`src/rtl/hydra_fetch_pkg.sv`:
```
// Shared opcode constants, fetch FSM states and the decoded-instruction record
// for the instruction fetch unit and its optional prefetch queue.
package hydra_fetch_pkg;
  localparam logic [4:0] OP_MOVR    = 5'b11010;
  localparam logic [4:0] OP_MOV     = 5'b11000;
  localparam int         INST_BYTES = 4;
  localparam int         PC_W       = 16;

  typedef enum logic [2:0] {IDLE, FETCH_W1, FETCH_W2, HOLD_WAIT, HOLD} fetch_state_e;

  typedef struct packed {
    logic [15:0]     inst1;
    logic [15:0]     inst2;
    logic [PC_W-1:0] pc;
  } inst_t;

  // MOVR becomes MOV with the absolute return-style immediate pc+4, so decode never sees MOVR.
  function automatic inst_t movr_rewrite(input logic [15:0] w1, input logic [15:0] w2,
                                         input logic [PC_W-1:0] pc);
    inst_t r;
    r.pc    = pc;
    r.inst1 = w1;
    r.inst2 = w2;
    if (w1[15:11] == OP_MOVR) begin
      r.inst1[15:11] = OP_MOV;
      r.inst2        = 16'(pc + PC_W'(INST_BYTES));
    end
    return r;
  endfunction
endpackage

```
`src/rtl/fetch_queue.sv`:
```
// Two-entry instruction FIFO used only when FETCH_PREFETCH_EN is defined;
// entry 0 is always the head, so pop is a simple shift.
module fetch_queue
  import hydra_fetch_pkg::*;
#(
  parameter inst_t RESET_VAL = '0
) (
  input  logic       clk,
  input  logic       reset,
  input  logic       flush,
  input  logic       push,
  input  logic       pop,
  input  inst_t      din,
  output inst_t      head,
  output logic [1:0] count
);
  inst_t      ent0_q, ent1_q;
  logic [1:0] cnt_q;
  logic       pop_ok, push_ok;

  assign pop_ok  = pop && (cnt_q != 2'd0);
  assign push_ok = push && ((cnt_q != 2'd2) || pop_ok);

  always_ff @(posedge clk) begin
    if (reset) begin
      cnt_q  <= 2'd0;
      ent0_q <= RESET_VAL;
      ent1_q <= RESET_VAL;
    end else if (flush) begin
      cnt_q <= 2'd0;
    end else begin
      case ({push_ok, pop_ok})
        2'b10: begin
          if (cnt_q == 2'd0) ent0_q <= din;
          else               ent1_q <= din;
          cnt_q <= cnt_q + 2'd1;
        end
        2'b01: begin
          ent0_q <= ent1_q;
          cnt_q  <= cnt_q - 2'd1;
        end
        2'b11: begin
          if (cnt_q == 2'd1) begin
            ent0_q <= din;
          end else begin
            ent0_q <= ent1_q;
            ent1_q <= din;
          end
        end
        default: ;
      endcase
    end
  end

  assign head  = ent0_q;
  assign count = cnt_q;
endmodule

```
`src/rtl/instruction_fetch_unit.sv`:
```
// Two-word instruction fetch with MOVR rewrite and PC redirect.
// FETCH_PREFETCH_EN selects a 2-entry prefetch queue instead of a single holding register.
module instruction_fetch_unit
  import hydra_fetch_pkg::*;
#(
  parameter int              ADDR_W   = 16,
  parameter logic [ADDR_W-1:0] RESET_PC = '0
) (
  input  logic              clk,
  input  logic              reset,
  input  logic              halt,
  input  logic              redirect,
  input  logic [ADDR_W-1:0] redirect_pc,
  output logic              mem_rd_en,
  output logic [ADDR_W-1:0] mem_addr,
  input  logic [15:0]       mem_rdata,
  output logic              inst_valid,
  input  logic              inst_ready,
  output logic [15:0]       inst1,
  output logic [15:0]       inst2,
  output logic [ADDR_W-1:0] inst_pc
);
  localparam logic [ADDR_W-1:0] WORD_STEP = ADDR_W'(2);
  localparam logic [ADDR_W-1:0] INST_STEP = ADDR_W'(INST_BYTES);
  localparam inst_t             INST_RST  = '{inst1: 16'h0, inst2: 16'h0, pc: PC_W'(RESET_PC)};

  fetch_state_e      state_q, state_d;
  logic [ADDR_W-1:0] pc_q, pc_d;
  logic [15:0]       w1_q, w1_d;
  logic              accept, push, room;
  inst_t             cap;

  assign accept = inst_valid && inst_ready;
  assign cap    = movr_rewrite(w1_q, mem_rdata, PC_W'(pc_q));

`ifdef FETCH_PREFETCH_EN
  inst_t      q_head;
  logic [1:0] q_cnt;
  logic       room_after_push;

  assign room            = (q_cnt != 2'd2) || accept;
  assign room_after_push = (q_cnt == 2'd0) || ((q_cnt == 2'd1) && accept);

  fetch_queue #(.RESET_VAL(INST_RST)) u_queue (
    .clk   (clk),
    .reset (reset),
    .flush (redirect),
    .push  (push),
    .pop   (accept),
    .din   (cap),
    .head  (q_head),
    .count (q_cnt)
  );

  assign inst_valid = (q_cnt != 2'd0);
  assign inst1      = q_head.inst1;
  assign inst2      = q_head.inst2;
  assign inst_pc    = ADDR_W'(q_head.pc);
`else
  inst_t out_q;
  logic  vld_q;

  assign room = 1'b1;

  always_ff @(posedge clk) begin
    if (reset) begin
      out_q <= INST_RST;
      vld_q <= 1'b0;
    end else if (redirect) begin
      vld_q <= 1'b0;
    end else if (push) begin
      out_q <= cap;
      vld_q <= 1'b1;
    end else if (accept) begin
      vld_q <= 1'b0;
    end
  end

  assign inst_valid = vld_q;
  assign inst1      = out_q.inst1;
  assign inst2      = out_q.inst2;
  assign inst_pc    = ADDR_W'(out_q.pc);
`endif

  always_ff @(posedge clk) begin
    if (reset) begin
      state_q <= IDLE;
      pc_q    <= RESET_PC;
      w1_q    <= 16'h0;
    end else begin
      state_q <= state_d;
      pc_q    <= pc_d;
      w1_q    <= w1_d;
    end
  end

  always_comb begin
    state_d   = state_q;
    pc_d      = pc_q;
    w1_d      = w1_q;
    mem_rd_en = 1'b0;
    mem_addr  = pc_q;
    push      = 1'b0;
    case (state_q)
      IDLE: if (!halt && room) state_d = FETCH_W1;
      FETCH_W1: begin
        mem_rd_en = 1'b1;
        state_d   = FETCH_W2;
      end
      FETCH_W2: begin
        mem_rd_en = 1'b1;
        mem_addr  = pc_q + WORD_STEP;
        w1_d      = mem_rdata;
        state_d   = HOLD_WAIT;
      end
      HOLD_WAIT: begin
        push = 1'b1;
`ifdef FETCH_PREFETCH_EN
        // Overlap the next word-1 read with this capture to reach one instruction per two cycles.
        pc_d = pc_q + INST_STEP;
        if (!halt && room_after_push) begin
          mem_rd_en = 1'b1;
          mem_addr  = pc_q + INST_STEP;
          state_d   = FETCH_W2;
        end else begin
          state_d = HOLD;
        end
`else
        state_d = HOLD;
`endif
      end
      HOLD: begin
`ifdef FETCH_PREFETCH_EN
        if (!halt && room) state_d = FETCH_W1;
`else
        if (accept) begin
          pc_d    = pc_q + INST_STEP;
          state_d = halt ? IDLE : FETCH_W1;
        end
`endif
      end
      default: state_d = IDLE;
    endcase
    if (redirect) begin
      pc_d    = {redirect_pc[ADDR_W-1:1], 1'b0};
      state_d = FETCH_W1;
      push    = 1'b0;
    end
  end
endmodule
```
`config.mk`:
```
export PLATFORM = sky130hd
export DESIGN_NAME = instruction_fetch_unit
export DESIGN_NICKNAME = d
export VERILOG_FILES = /design/src/rtl/hydra_fetch_pkg.sv /design/src/rtl/fetch_queue.sv /design/src/rtl/instruction_fetch_unit.sv
export SDC_FILE = /design/constraint.sdc
export NUM_CORES = 1
export LEC_CHECK = 0
export CAP_MARGIN = 5
export CELL_PAD_IN_SITES_DETAIL_PLACEMENT = 1
export CELL_PAD_IN_SITES_GLOBAL_PLACEMENT = 1
export CORE_MARGIN = 5
export CORE_UTILIZATION = 35
export DETAILED_ROUTE_END_ITERATION = 8
export GPL_ROUTABILITY_DRIVEN = 1
export GPL_TIMING_DRIVEN = 1
export PLACE_DENSITY = 0.82
export SETUP_SLACK_MARGIN = 0.4
export SYNTH_ARGS = -nofsm -noshare
export SYNTH_HDL_FRONTEND = slang
export SYNTH_SLANG_ARGS = --single-unit
```
`constraint.sdc`:
```
create_clock -name clk -period 2.5 [get_ports clk]
set_input_delay 0.75 -clock clk [delete_from_list [all_inputs] [get_ports clk]]
set_output_delay 0.75 -clock clk [all_outputs]
set_load 0.01 [all_outputs]
```
==> Word level (Yosys, flattened, before mapping) <==
Index checks and enable logic that the tools add are counted.
{ "totals": {"ff_bits": 84, "inputBits": 37, "out_inout_bits": 66, "word_cells": 49} }
{ "classes": {"add_sub_neg": 2, "n_eq_ne": 9, "muxes": 16, "bitwise_logic": 1, "n_reduce_logical": 12} }
{ "op_table": {"columns": ["cell", "count"], "rows": [
  ["two-way mux 16 bit", 5],
  ["adder 16 x 2 -> 16 bit, second input constant", 1],
  ["adder 16 x 3 -> 16 bit, second input constant", 1],
  ["case mux 3 bit (5 select lines)", 1],
  ["AND reduction 2 bit", 5],
  ["two-way mux 1 bit", 7],
  ["equality test 3 x 2 -> 1 bit, second input constant", 2],
  ["two-way mux 3 bit", 2],
  ["inequality test 3 bit, second input constant", 2],
  ["nonzero test 2 bit", 3],
  ["equality test 5 bit, second input constant", 1],
  ["two-way mux 5 bit", 1],
  ["inequality test 2 bit, second input constant", 2],
  ["OR reduction 2 bit", 2],
  ["equality test 3 x 1 -> 1 bit, second input constant", 1],
  ["equality test 3 bit, second input constant", 1],
  ["logical NOT 3 bit", 1],
  ["logical AND 1 bit", 1],
  ["NOT 1 bit", 1]
]} }

==> Longest topological paths before layout <==
Gate-level depths: netlist of run 1.
{ "depth": {"ltp_word": 4, "mapped_depth": 6, "depth_no_buf": 5} }

==> Worst setup path before layout of run 1 <==
Ideal clock, no wire load.
{ "synth_timing": {"kind": "register to output", "start": "register state_q[0]", "end": "output port mem_addr[9]", "arrival_ns": 1.667, "required_time_ns": 1.750, "path_slack_ns": 0.083, "path_stages_with_launch": 7, "path_buffers": 2, "path_cell_list": "dfxtp_1 buf_6 or3b_1 buf_6 nor4_4 and2b_1 xor2_1"} }
{ "synth_via": {"elab_chain_cells": 2} }
{ "synth_rtl": {"columns": ["item", "line_no", "source"], "rows": [
  ["start, declared", "instruction_fetch_unit.sv:27", "fetch_state_e state_q, state_d;"],
  ["start signal, assigned", "instruction_fetch_unit.sv:91", "state_q <= state_d;"],
  ["equality test 3 x 2 -> 1 bit", "instruction_fetch_unit.sv:104", "case (state_q)"],
  ["two-way mux 16 bit", "instruction_fetch_unit.sv:104", null],
  ["end, declared", "instruction_fetch_unit.sv:15", "output logic [ADDR_W-1:0] mem_addr,"]
]} }
Every way passes these cells.

==> Worst setup path after layout of run 1 <==
{ "layout_timing": {"start": "register state_q[1]", "end": "output port mem_addr[9]"} }
Same word-level chain as after synthesis.

==> run metrics, run 1 <==
I/O pin cnt=103; Levels on crit path=6; crit path max-delay cell type=or3b_4; fin crit share=1.13; P_leak=around 2.3 nW; CP top delay family=simple AND/OR/NAND/NOR gates; Placed Area=~5300 µm²; Routed wire per std cell=about 21 µm; GRT overflow=0; Min-Delay Path Class=flop to flop; port bufs=between 90 and 100; minimum clock period=approximately 2.8 ns; min-delay src=inst1[3]$_SDFFE_PP0P_; skew final=0.0138 ns; CP Max Fanout=5; Slew Viols, Final=0; vias=between 4,000 and 5,000; Post-Route Setup TNS=-1.94 ns; row cnt=38; Buf/Inv on CP=2; die area=~13,000 µm²; post-route ant nets=0; commonest cells after routing, fill and taps aside=nand2_1 (116), clkdlybuf4s50_1 (79), buf_4 (79); yosys warns=0; largest net degree at the start of global routing=38; CP max stage delay=approximately 0.42 ns; nets=686; HPWL Detailed=between 10,000 and 15,000 µm; Worst Reg-to-Reg Cells=7; Hold Path Depth=2; commonest non-fill, non-tap cell in the layout=nand2_1; Vias/cell=5.44; r2r endpoint=pc_q[11]$_SDFFE_PP0P_; R2R Path Start=state_q[0]$_SDFFE_PP0P_; Async SR Flop Fraction=0; Seq/Total Area, Yosys=0.424; final core occ=0.553; number of antenna diodes=0; DRC viols=0; P per Cell Area=around 470 nW/µm²; failing checks=negative setup slack; clock-pin slew on the worst setup and hold paths=roughly 0.090 ns; vias in the first global route=about 4,400; Global Route Usage Sum=0.224; r2r setup slk=0.49 ns; Syn-to-layout area delta=55.0%; post-synth cell types=49; crit path cell chain=or3b_4 > nor4_4 > buf_6 > and2b_1 > xor2_2 > buf_2; design area=around 6000 µm²; # H-tree levels=3; Worst EP required=1.75 ns; proportion of layout cells with a drive suffix above 1=0.270; Max Cap Viol=0; synthesized area per cell=between 7 and 8 µm²; first drt pass iteration count=4; core area=about 11,000 µm²; FMAX=355 MHz; status=finished, violations left; CTS tree=yes; drt total wl=roughly 16,000 µm; maximum VDD drop=roughly 0.00027 V; final worst slack=-0.317 ns; CP Launch Point=state_q[1]$_SDFFE_PP0P_; Post-Syn Instances=493; RSZ-0062 raised after global routing=yes; CP Class=flop to output port; synthesized area=3870 µm²; total power draw=roughly 2.8 mW; clock sinks=82; CP Capture Type=output port; startpoint types=flop; Post-synth EDFFs=0; Starting Density=0.357; initial antenna violation count=0; Clk Latency, worst-skew pair=between 0.3 and 0.4 ns; Post-synth top flop=dfxtp_1; CTS buffer count=9; #FFs+latches synth=between 80 and 90; Final setup viols=14; crit path DAT=just over 2 ns; drt initial violations=roughly 230; first-pass GRT wire length=approximately 23,000 µm; hold slack=~0.46 ns; Root Driver=clkbuf_8; WHS Endpoint=inst1[3]$_SDFFE_PP0P_; clk buf depth=2; Routability Congestion=approximately 0.87; die width=between 100 and 150 µm; Final Hold Viols=0; Die Y=between 100 and 150 µm
[kinds of logic after synthesis]
kind of cell | share of synthesized area
and+or+nand+nor | 0.259
AOI/OAI and AO/OA | 0.174
DFF | 0.424
buffers and inverters | 0.0689
xor gates and xnor gates | 0.0611
adders and majority gates | 0.00647
muxes | 0.00517
other | 0.000969
[through the flow]
step	setup slack, ns	std cells
after global routing	-0.381	791
after detailed placement	-0.275	746
after CTS	-0.252	772
after floorplan	0.227	494
after global placement	-0.202	746
final	-0.317	791
[flip-flops by register name (all words and copies together), names as in the netlist]
register,cells
inst1,16
inst2,16
inst_pc,15
inst_valid,1
pc_q,15
state_q,3
w1_q,16
[repair_timing]
item,4_1_cts,5_1_grt
setup endpoints to repair,17,34
pin swaps,15,20
hold buffers,0,0
buffers inserted,11,19
gates resized for setup,93,42
[per-layer routing]
metal  vias to the layer above  part of all wire  track usage
met3                        52             0.059       0.0468
li1                       1995                 -            -
met4                         0             0.038       0.0829
met1                      2097              0.39        0.256
met2                       158              0.52        0.408
met5                         -                 0            0
[where the power goes]
group	internal [mW]	switching [mW]	leakage, nW
Sequential	1.34	0.0328	0.669
Clock	0.486	0.502	0.0958
Combinational	0.210	0.223	1.58
Total	2.03	0.758	2.34
[worst max-delay path by stage]
stage	endpoint	slack, ns
after floorplan	mem_addr[9]	0.23
after global placement	mem_addr[9]	-0.20
after detailed placement	mem_addr[9]	-0.27
after CTS	mem_addr[9]	-0.25
after global routing	mem_addr[9]	-0.38
final	mem_addr[9]	-0.32
[worst min-delay path, cell delays in order, from the launching register on]
cell	delay [ns]
dfxtp_1	0.32
nand2_1	0.05
a21oi_1	0.05
[final cells by class]
type                    count  area, µm²
clock buffers              11        141
clock inverters             4       51.3
fillers                  1295       4840
inverters                  10       41.3
multi-input cells         354       2250
flip-flops and latches     82       1660
well taps                 140        175
repair buffers            190       1670
[synthesized netlist by cell type (3+ instances only)]
cell | n | share of area
a311oi_1 | 5 | 0.011
a21oi_1 | 55 | 0.071
inv_1 | 10 | 0.0097
nand4_1 | 5 | 0.0081
clkbuf_1 | 27 | 0.026
dfxtp_1 | 82 | 0.42
or3_1 | 3 | 0.0049
and3_1 | 6 | 0.0097
buf_4 | 3 | 0.0058
nand2_1 | 121 | 0.12
a211oi_1 | 12 | 0.023
and4_1 | 6 | 0.014
nor2_1 | 30 | 0.029
buf_6 | 3 | 0.0087
buf_2 | 11 | 0.014
nand3_1 | 12 | 0.016
xor2_1 | 8 | 0.018
o32ai_1 | 7 | 0.016
o221ai_1 | 3 | 0.0068
xnor2_1 | 19 | 0.043
o21ai_0 | 17 | 0.022
nor3_1 | 8 | 0.010
buf_1 | 3 | 0.0029
(Power assumes the default switching activity.)
==> run 2, diff against run 1 <==
--- a/config.mk
+++ b/config.mk
@@ -12,7 +12,6 @@
 export CORE_UTILIZATION = 35
 export DETAILED_ROUTE_END_ITERATION = 8
 export GPL_ROUTABILITY_DRIVEN = 1
-export GPL_TIMING_DRIVEN = 1
 export PLACE_DENSITY = 0.82
 export SETUP_SLACK_MARGIN = 0.4
 export SYNTH_ARGS = -nofsm -noshare
==> results of run 2 <==
Same layout as run 1: the final DEF is identical, and so are final timing and power.
==> run 3, diff against run 2 <==
--- a/config.mk
+++ b/config.mk
@@ -9,11 +9,13 @@
 export CELL_PAD_IN_SITES_DETAIL_PLACEMENT = 1
 export CELL_PAD_IN_SITES_GLOBAL_PLACEMENT = 1
 export CORE_MARGIN = 5
-export CORE_UTILIZATION = 35
+export CORE_UTILIZATION = 45
 export DETAILED_ROUTE_END_ITERATION = 8
+export DONT_BUFFER_PORTS = 1
 export GPL_ROUTABILITY_DRIVEN = 1
-export PLACE_DENSITY = 0.82
+export PLACE_DENSITY = 0.8
 export SETUP_SLACK_MARGIN = 0.4
+export SLEW_MARGIN = 20
 export SYNTH_ARGS = -nofsm -noshare
 export SYNTH_HDL_FRONTEND = slang
 export SYNTH_SLANG_ARGS = --single-unit
==> run metrics, run 3 (synthesis results as in run 1) <==
status=finished, violations left; number of antenna diodes=0 (unchanged); failing checks=negative setup slack; hold slack=0.452 ns (-0.00740 ns); largest net degree at the start of global routing=74 (+95%); Min-Delay Path Class=flop to flop; final worst slack=-0.0874 ns (+0.230 ns); clock-pin slew on the worst setup and hold paths=0.09 ns (about the same); # H-tree levels=3 (unchanged); WHS Endpoint=inst1[7]$_SDFFE_PP0P_; commonest non-fill, non-tap cell in the layout=nand2_1; I/O pin cnt=103 (unchanged); CP Class=flop to output port; FMAX=386 MHz (+8.9%); startpoint types=flop; Vias/cell=5.91 (+8.6%); minimum clock period=2.59 ns (-0.230 ns); Filler Cells Inserted=979 (-24%); crit path DAT=1.84 ns (-0.23 ns); Starting Density=0.466 (+0.109); Final setup viols=7 (-7); Max Cap Viol=0 (unchanged); die area=10,600 µm² (-20%); post-route ant nets=0 (unchanged); Routed wire per std cell=21.0 µm (+0.91%); worst-margin pin slew=between 0.6 and 0.7 ns; Routability Congestion=0.847 (-2.6%); r2r endpoint=pc_q[11]$_SDFFE_PP0P_; Worst Reg-to-Reg Cells=8 (+1); CP Max Fanout=5 (unchanged); r2r setup slk=0.38 ns (-0.11 ns); core area=8300 µm² (-23%); final core occ=0.561 (+0.00819); Clk Latency, worst-skew pair=0.36 ns (about the same); drt initial violations=145 (-36%); DRC viols=0 (unchanged); row cnt=33 (-13%); hold buffers post-CTS=0 (unchanged); vias=3,627 (-16%); commonest cells after routing, fill and taps aside=nand2_1 (118), dfxtp_1 (74), a21oi_1 (55); CTS buffer count=9 (unchanged); clock sinks=82 (unchanged); RSZ-0062 raised after global routing=yes; Syn-to-layout area delta=20.4%; CP max stage delay=0.42 ns (about the same); initial antenna violation count=0 (unchanged); CTS tree=yes; CP Capture Type=output port; design area=4660 µm² (-22%); nets=543 (-21%); Die Y=103 µm (-11%); die width=103 µm (-11%); Root Driver=clkbuf_8; proportion of layout cells with a drive suffix above 1=0.224 (-0.0464); GRT overflow=0 (unchanged); clk buf depth=2 (unchanged); Worst EP required=1.75 ns (about the same); skew final=0.0122 ns (-0.00163 ns); R2R Path Start=state_q[2]$_SDFFE_PP0P_; first-pass GRT wire length=19,100 µm (-17%); HPWL Detailed=8990 µm (-16%); P_leak=1.65 nW (-30%); vias in the first global route=3,690 (-16%); Final Hold Viols=0 (unchanged); Global Route Usage Sum=0.234 (+0.00998); fin crit share=1.03 (-0.0918); Placed Area=4070 µm² (-24%); P per Cell Area=544 nW/µm² (+17%); min-delay src=w1_q[7]$_SDFFE_PP0N_; total power draw=2.53 mW (-9.2%); first drt pass iteration count=4 (unchanged); crit path cell chain=or3b_4 > nor4_4 > buf_6 > and2b_2 > xor2_2; Slew Viols, Final=0 (unchanged); Slew headroom=0.546; port bufs=0 (-100%); drt total wl=12,900 µm (-22%); Hold Path Depth=2 (unchanged); maximum VDD drop=0.000285 V (+6.1%); crit path max-delay cell type=or3b_4
==> run 3: layer usage <==
layer,GRT usage,share of wire,vias up,wire length [µm]
met1,0.277,0.40,1787,5110
met2,0.390,0.50,111,6430
li1,-,-,1709,-
met4,0.0838,0.017,0,225
met3,0.0832,0.089,20,1150
met5,0,0,-,0
==> run 3: stage by stage <==
stage	std cells	setup TNS (ns)	setup WS, ns
6_report	614	-0.272	-0.0874
2_1_floorplan	494	0	0.227
5_1_grt	614	-0.968	-0.165
3_3_place_gp	578	0	0.190
4_1_cts	597	-1.24	-0.201
3_5_place_dp	578	0	0.152
==> run 3: area by class of cell <==
cell class              count  area [µm²]  share of cell area
clock inverters             6        50.0              0.0107
well taps                 105         131              0.0282
flip-flops and latches     82        1660               0.356
repair buffers             47         392              0.0841
clock buffers              10         128              0.0274
inverters                  10        37.5             0.00806
multi-input cells         354        2260               0.486
==> run 3: what timing repair did <==
action,4_1_cts,5_1_grt
hold endpoints to repair,0,0
gates resized for setup,11,47
gates cloned,0,0
pin swaps,4,14
buffers inserted,3,17
setup endpoints to repair,15,19
==> run 3: worst max-delay path by stage <==
stage / from / cells past startpoint / slack (ns) / end
floorplan: state_q[2]$_SDFFE_PP0P_ / 6 / 0.23 / mem_addr[9]
global placement: state_q[2]$_SDFFE_PP0P_ / 4 / 0.19 / mem_addr[9]
detailed placement: state_q[2]$_SDFFE_PP0P_ / 4 / 0.15 / mem_addr[9]
CTS: state_q[2]$_SDFFE_PP0P_ / 5 / -0.20 / mem_addr[9]
global route: pc_q[2]$_SDFFE_PP0P_ / 6 / -0.16 / mem_addr[9]
finish: state_q[2]$_SDFFE_PP0P_ / 5 / -0.09 / mem_addr[9]
==> run 3: power by group <==
group,switching (mW),internal (mW)
Combinational,0.135,0.107
Sequential,0.0446,1.34
Clock,0.540,0.372
Total,0.719,1.81
==> run 3: worst max-delay path, delay by kind of cell (launching register included) <==
kind | cells | cell delay [ns]
xor gates and xnor gates | 1 | 0.19
DFF | 1 | 0.35
and+or+nand+nor | 3 | 0.77
buffers and inverters | 1 | 0.17
